## src/rtl/core_pkg.sv

```systemverilog
// core_pkg: shared core-wide widths and trace record types
package core_pkg;

    localparam int XLEN = 32;

    // Trace record leaving the core; kept as a struct so sideband fields can be added later.
    typedef struct packed {
        logic [XLEN-1:0] data;
    } wb_trace_t;

endpackage

```

## src/rtl/trace_fifo.sv

```systemverilog
// trace_fifo: generic synchronous FIFO with a registered head and extra-MSB pointers
module trace_fifo #(
    parameter  int DEPTH = 16,
    parameter  int WIDTH = 32,
    localparam int AW    = $clog2(DEPTH),
    localparam int PW    = AW + 1
) (
    input  logic             clk,
    input  logic             rst,
    input  logic             clear,
    input  logic             push,
    input  logic [WIDTH-1:0] wdata,
    input  logic             pop,
    output logic [WIDTH-1:0] rdata,
    output logic             full,
    output logic             empty,
    output logic [PW-1:0]    level
);

    logic [WIDTH-1:0] mem [DEPTH];
    logic [PW-1:0]    wr_ptr;
    logic [PW-1:0]    rd_ptr;
    logic [PW-1:0]    rd_next;
    logic             do_push;
    logic             do_pop;
    logic             bypass;

    assign empty   = wr_ptr == rd_ptr;
    assign full    = (wr_ptr[AW] != rd_ptr[AW]) && (wr_ptr[AW-1:0] == rd_ptr[AW-1:0]);
    assign level   = wr_ptr - rd_ptr;
    assign do_pop  = pop && !empty;
    assign do_push = push && (!full || do_pop);
    assign rd_next = rd_ptr + PW'(do_pop);
    // The slot that becomes the head is being written this very edge, so forward the write data.
    assign bypass  = do_push && (wr_ptr[AW-1:0] == rd_next[AW-1:0]);

    // Storage array; pointers define which entries are meaningful, so no reset is needed.
    always_ff @(posedge clk)
        if (do_push)
            mem[wr_ptr[AW-1:0]] <= wdata;

    // Pointers plus a head register preloaded with the entry at the next read pointer.
    always_ff @(posedge clk or negedge rst)
        if (!rst) begin
            wr_ptr <= '0;
            rd_ptr <= '0;
            rdata  <= '0;
        end else if (clear) begin
            wr_ptr <= '0;
            rd_ptr <= '0;
            rdata  <= '0;
        end else begin
            wr_ptr <= wr_ptr + PW'(do_push);
            rd_ptr <= rd_next;
            rdata  <= bypass ? wdata : mem[rd_next[AW-1:0]];
        end

endmodule

```

## src/rtl/wb_trace_buffer.sv

```systemverilog
// wb_trace_buffer: buffers retired write-back values with duplicate filtering and drop accounting
module wb_trace_buffer
    import core_pkg::*;
#(
    parameter int DEPTH = 16,
    parameter int CNT_W = 16
) (
    input  logic                   clk,
    input  logic                   rst,
    input  logic [XLEN-1:0]        wb_data_i,
    input  logic                   wb_valid_i,
    input  logic                   filter_dup_i,
    input  logic                   clear_i,
    output logic [XLEN-1:0]        m_data_o,
    output logic                   m_valid_o,
    input  logic                   m_ready_i,
    output logic [$clog2(DEPTH):0] level_o,
    output logic [CNT_W-1:0]       drop_cnt_o,
    output logic                   overflow_o
);

    wb_trace_t       wr_item;
    wb_trace_t       rd_item;
    logic [XLEN-1:0] last_val;
    logic            last_valid;
    logic            full;
    logic            empty;
    logic            pop;
    logic            dup;
    logic            cand;
    logic            accept;
    logic            drop;

    assign pop          = m_valid_o && m_ready_i;
    assign dup          = filter_dup_i && last_valid && (wb_data_i == last_val);
    assign cand         = wb_valid_i && !dup;
    // A full FIFO still takes a value when the head leaves on the same edge.
    assign accept       = cand && (!full || pop);
    assign drop         = cand && !accept;
    assign wr_item.data = wb_data_i;
    assign m_valid_o    = !empty;
    assign m_data_o     = rd_item.data;

    trace_fifo #(
        .DEPTH (DEPTH),
        .WIDTH ($bits(wb_trace_t))
    ) u_fifo (
        .clk   (clk),
        .rst   (rst),
        .clear (clear_i),
        .push  (accept),
        .wdata (wr_item),
        .pop   (pop),
        .rdata (rd_item),
        .full  (full),
        .empty (empty),
        .level (level_o)
    );

    // Last accepted value for the duplicate filter, plus saturating drop count and sticky overflow.
    always_ff @(posedge clk or negedge rst)
        if (!rst) begin
            last_val   <= '0;
            last_valid <= 1'b0;
            drop_cnt_o <= '0;
            overflow_o <= 1'b0;
        end else if (clear_i) begin
            last_val   <= '0;
            last_valid <= 1'b0;
            drop_cnt_o <= '0;
            overflow_o <= 1'b0;
        end else begin
            if (accept) begin
                last_val   <= wb_data_i;
                last_valid <= 1'b1;
            end
            if (drop) begin
                drop_cnt_o <= drop_cnt_o + CNT_W'(drop_cnt_o != '1);
                overflow_o <= 1'b1;
            end
        end

endmodule

```

## config.mk

```make
export PLATFORM = sky130hd
export DESIGN_NAME = wb_trace_buffer
export DESIGN_NICKNAME = d
export VERILOG_FILES = /design/src/rtl/core_pkg.sv /design/src/rtl/trace_fifo.sv /design/src/rtl/wb_trace_buffer.sv
export SDC_FILE = /design/constraint.sdc
export NUM_CORES = 1
export LEC_CHECK = 0
export BUFFER_PORTS_ARGS = -buffer_cell sky130_fd_sc_hd__buf_2
export CORE_ASPECT_RATIO = 2
export CORE_UTILIZATION = 45
export CTS_BUF_LIST = sky130_fd_sc_hd__clkbuf_8 sky130_fd_sc_hd__clkbuf_16
export CTS_CLUSTER_DIAMETER = 100
export DETAILED_ROUTE_END_ITERATION = 10
export PLACE_DENSITY = 0.64
export SYNTH_ARGS = -nofsm -noshare
export SYNTH_HDL_FRONTEND = slang
export SYNTH_SLANG_ARGS = --single-unit
```

## constraint.sdc

```tcl
create_clock -name clk -period 5.9 [get_ports clk]
set_input_delay 0.59 -clock clk [delete_from_list [all_inputs] [get_ports clk]]
set_output_delay 0.59 -clock clk [all_outputs]
set_load 0.005 [all_outputs]
```

==> impl_metrics.ini <==
[status]
status = complete, no violations

[synth]
synth_flop_cell = edfxtp_1
ys_warn_count = 0
synthCells = 1240
synth-simple-area-share_pct = 5.043
synth_fp_nets = 1289
synth_most_common_cell = edfxtp_1
synth.distinct_cells = 42
yosys-top-cells-area = edfxtp_1 (63%), mux4_2 (15%), dfrtp_1 (9.4%)
synth-edff-count = 512
yosysSeqAreaShare_pct = 72.25
syn_area_um2 = 24460
synth-xor-area-share_pct = 1.708
netlist.area_leader.share_pct = 62.84
synth_mux_area_share_pct = 16.26
synth_top_family_by_area = multiplexers
synthAdderAreaFrac_pct = 0.5933
synth_top_cell_by_area = edfxtp_1
ys_seq_elements = 604
synth_common_cells = edfxtp_1 (512), mux4_2 (160), dfrtp_1 (92)
synth-compound-area-share_pct = 2.332
avgSynthCellArea_um2 = 19.73
async_flop_share_pct = 15.23

[die]
die_h_um = 331.7
ios = 93
core_area_um2 = 53600
num_rows = 120
start_util_pct = 45.64
die_x_um = 166.9
die_area_um2 = 55360

[cells_and_area]
diodes = 0
layout.nets = 1395
area_growth_pct = 12.79
drive_above_1_share_pct = 28.60
fillCellCount = 4244
fin_area_um2 = 27590

[sta]
finalCritPeriodShare_pct = 73.54
period_minus_slack_ps = 4339
worst_slew_pin_slew_ps = 847.2
clock.fmax_mhz = 230.5
setup_viol = 0
tns_ps = 0
rsz0062_at_grt = no
final-hold-violation-count = 0
finalClockSkew_ps = 29.08
timing.hold.ws_ps = 85.09
slew_violations = 0
maxSlewHeadroom_pct = 43.52
layout_setup_ws_ps = 1561

[power_and_ir_drop]
irDropWorstVdd_uv = 220.2
leakage_uw = 0.009270
p_total_uw = 10270
powerDensity_nw_per_um2 = 372.3

[clock_tree]
clockBufferDepth = 3
cts_tree = done
clk_pin_slew_ps = 70
cts_setup_buffers = 0
htreeDepth = 2
ctsResizeCount = 0
postCtsHoldBufs = 0
worst_skew_pair.late_latency_ps = 600
clock-root-buffer = clkbuf_16
cts.sinks = 604
cts_made_buffers = 50

[critical_path]
endpoint_kind = flop
path_cells = ha_1, nand4_1, nand2b_1, and2_1, ha_4, buf_4, mux4_2, mux4_2, nor2b_1, o21ai_0, o31ai_1
required_ps = 6370
max_stage_delay_ps = 840
startpoint_type = flop
crit_type = flop to flop
crit_start = u_fifo.wr_ptr[2]
reg2reg_from = u_fifo.wr_ptr[2]
worst_path_most_repeated_cell = mux4_2
crit_arrival_ps = 4810
crit_fanout = 40
crit_slowest_cell = ha_4

[route]
drtIter0Drc = 1010
ant_nets = 0
wirelength_mm = 58.49
drc_errors = 0
vias_per_cell = 5.986
wl_per_cell_um = 28.41
drtPass1Iterations = 4
num_vias = 12325

[global_route]
grt-ovfl-total = 0
first_global_vias = 12889
gr-usage-all-layers_pct = 21.63
antenna_found_initial = 1
grt_pass1_wl_mm = 86.64
grt_max_degree = 72

[place]
hpwl_mm = 31.46
place_ws_ps = 1500
place_area_um2 = 25830
io_buffers = 92
gp_congestion = 0.7752

[min_path]
holdCritPathClass = input pin to async pin

[job]
maxCapViolCount = 0
## cell families (layout without fill, tap and decap cells)
logic type      after synthesis  in the layout
simple gates                202            202
fa+ha+maj                    11             11
compound gates               91             91
xor+xnor                     46             46
buf+inv                      89            237
flops                       604            604
mux                         197            197
## cell usage in the layout (no fill, tap or decap), drive strengths merged, types with 23 or more instances in the layout
cell	count
clkbuf	54
xnor2	29
nor2b	39
nand2b	71
dfrtp	92
o31ai	42
mux2i	34
edfxtp	512
mux4	160
o21ai	33
buf	129
clkinv	23
## where the power goes
group	switching (uW)	internal, uW	leakage [uW]
Clock	1550	2020	0.000886
Sequential	85.7	4770	0.00585
Combinational	858	1000	0.00253
## area by class of cell
| type | count | area, um^2 | share of cell area [%] |
|---|---|---|---|
| sequential | 604 | 17680 | 64.06 |
| multi-input combinational | 547 | 6481 | 23.49 |
| clock buffer | 54 | 1318 | 4.775 |
| tap | 671 | 839.6 | 3.043 |
| timing repair buffer | 129 | 780.7 | 2.830 |
| clock inverter | 40 | 444.2 | 1.610 |
| inverter | 14 | 52.55 | 0.1905 |
## sequential cells by signal, indices dropped and copies added (netlist names)
signal and count:
u_fifo.rd_ptr 5, u_fifo.rdata 32, drop_cnt_o 16, u_fifo.mem 512, last_valid 1, overflow_o 1
last_val 32, u_fifo.wr_ptr 5
## worst max-delay path: cells and delay by family, from the launching register on
family	cells	cell delay, ps
flops	1	550
fa+ha+maj	2	1290
buf+inv	1	420
compound gates	2	230
mux	2	1030
simple gates	4	670
## path summary, 6_finish.rpt
check	end	slack, ps	cells after the start
worst max-delay path	u_fifo.rdata[24]	1560	11
worst min-delay path	last_val[8]	90	1
worst max register to register	u_fifo.rdata[24]	1560	11
worst min register to register	overflow_o	500	1
max in group asynchronous	u_fifo.rdata[22]	4670	2
min in group clk	u_fifo.mem[6][5]	390	1
## through the flow
| stage | std cells | utilization (%) |
|---|---|---|
| after floorplan | 1240 | - |
| after global placement | 1965 | 48.19 |
| after detailed placement | 1965 | 48.19 |
| after CTS | 2059 | 51.48 |
| after global routing | 2059 | 51.48 |
| final | 2059 | 51.48 |
## metal layers
metal / global-route usage [%] / part of all wire (%) / up-vias
met4: 6.659 / 2.5 / 2
li1: - / - / 5206
met5: 0 / 0.022 / -
met2: 38.61 / 54 / 336
met3: 2.276 / 4.0 / 78
met1: 27.66 / 40 / 6703
Note: power is estimated with default switching activity, not from simulation.
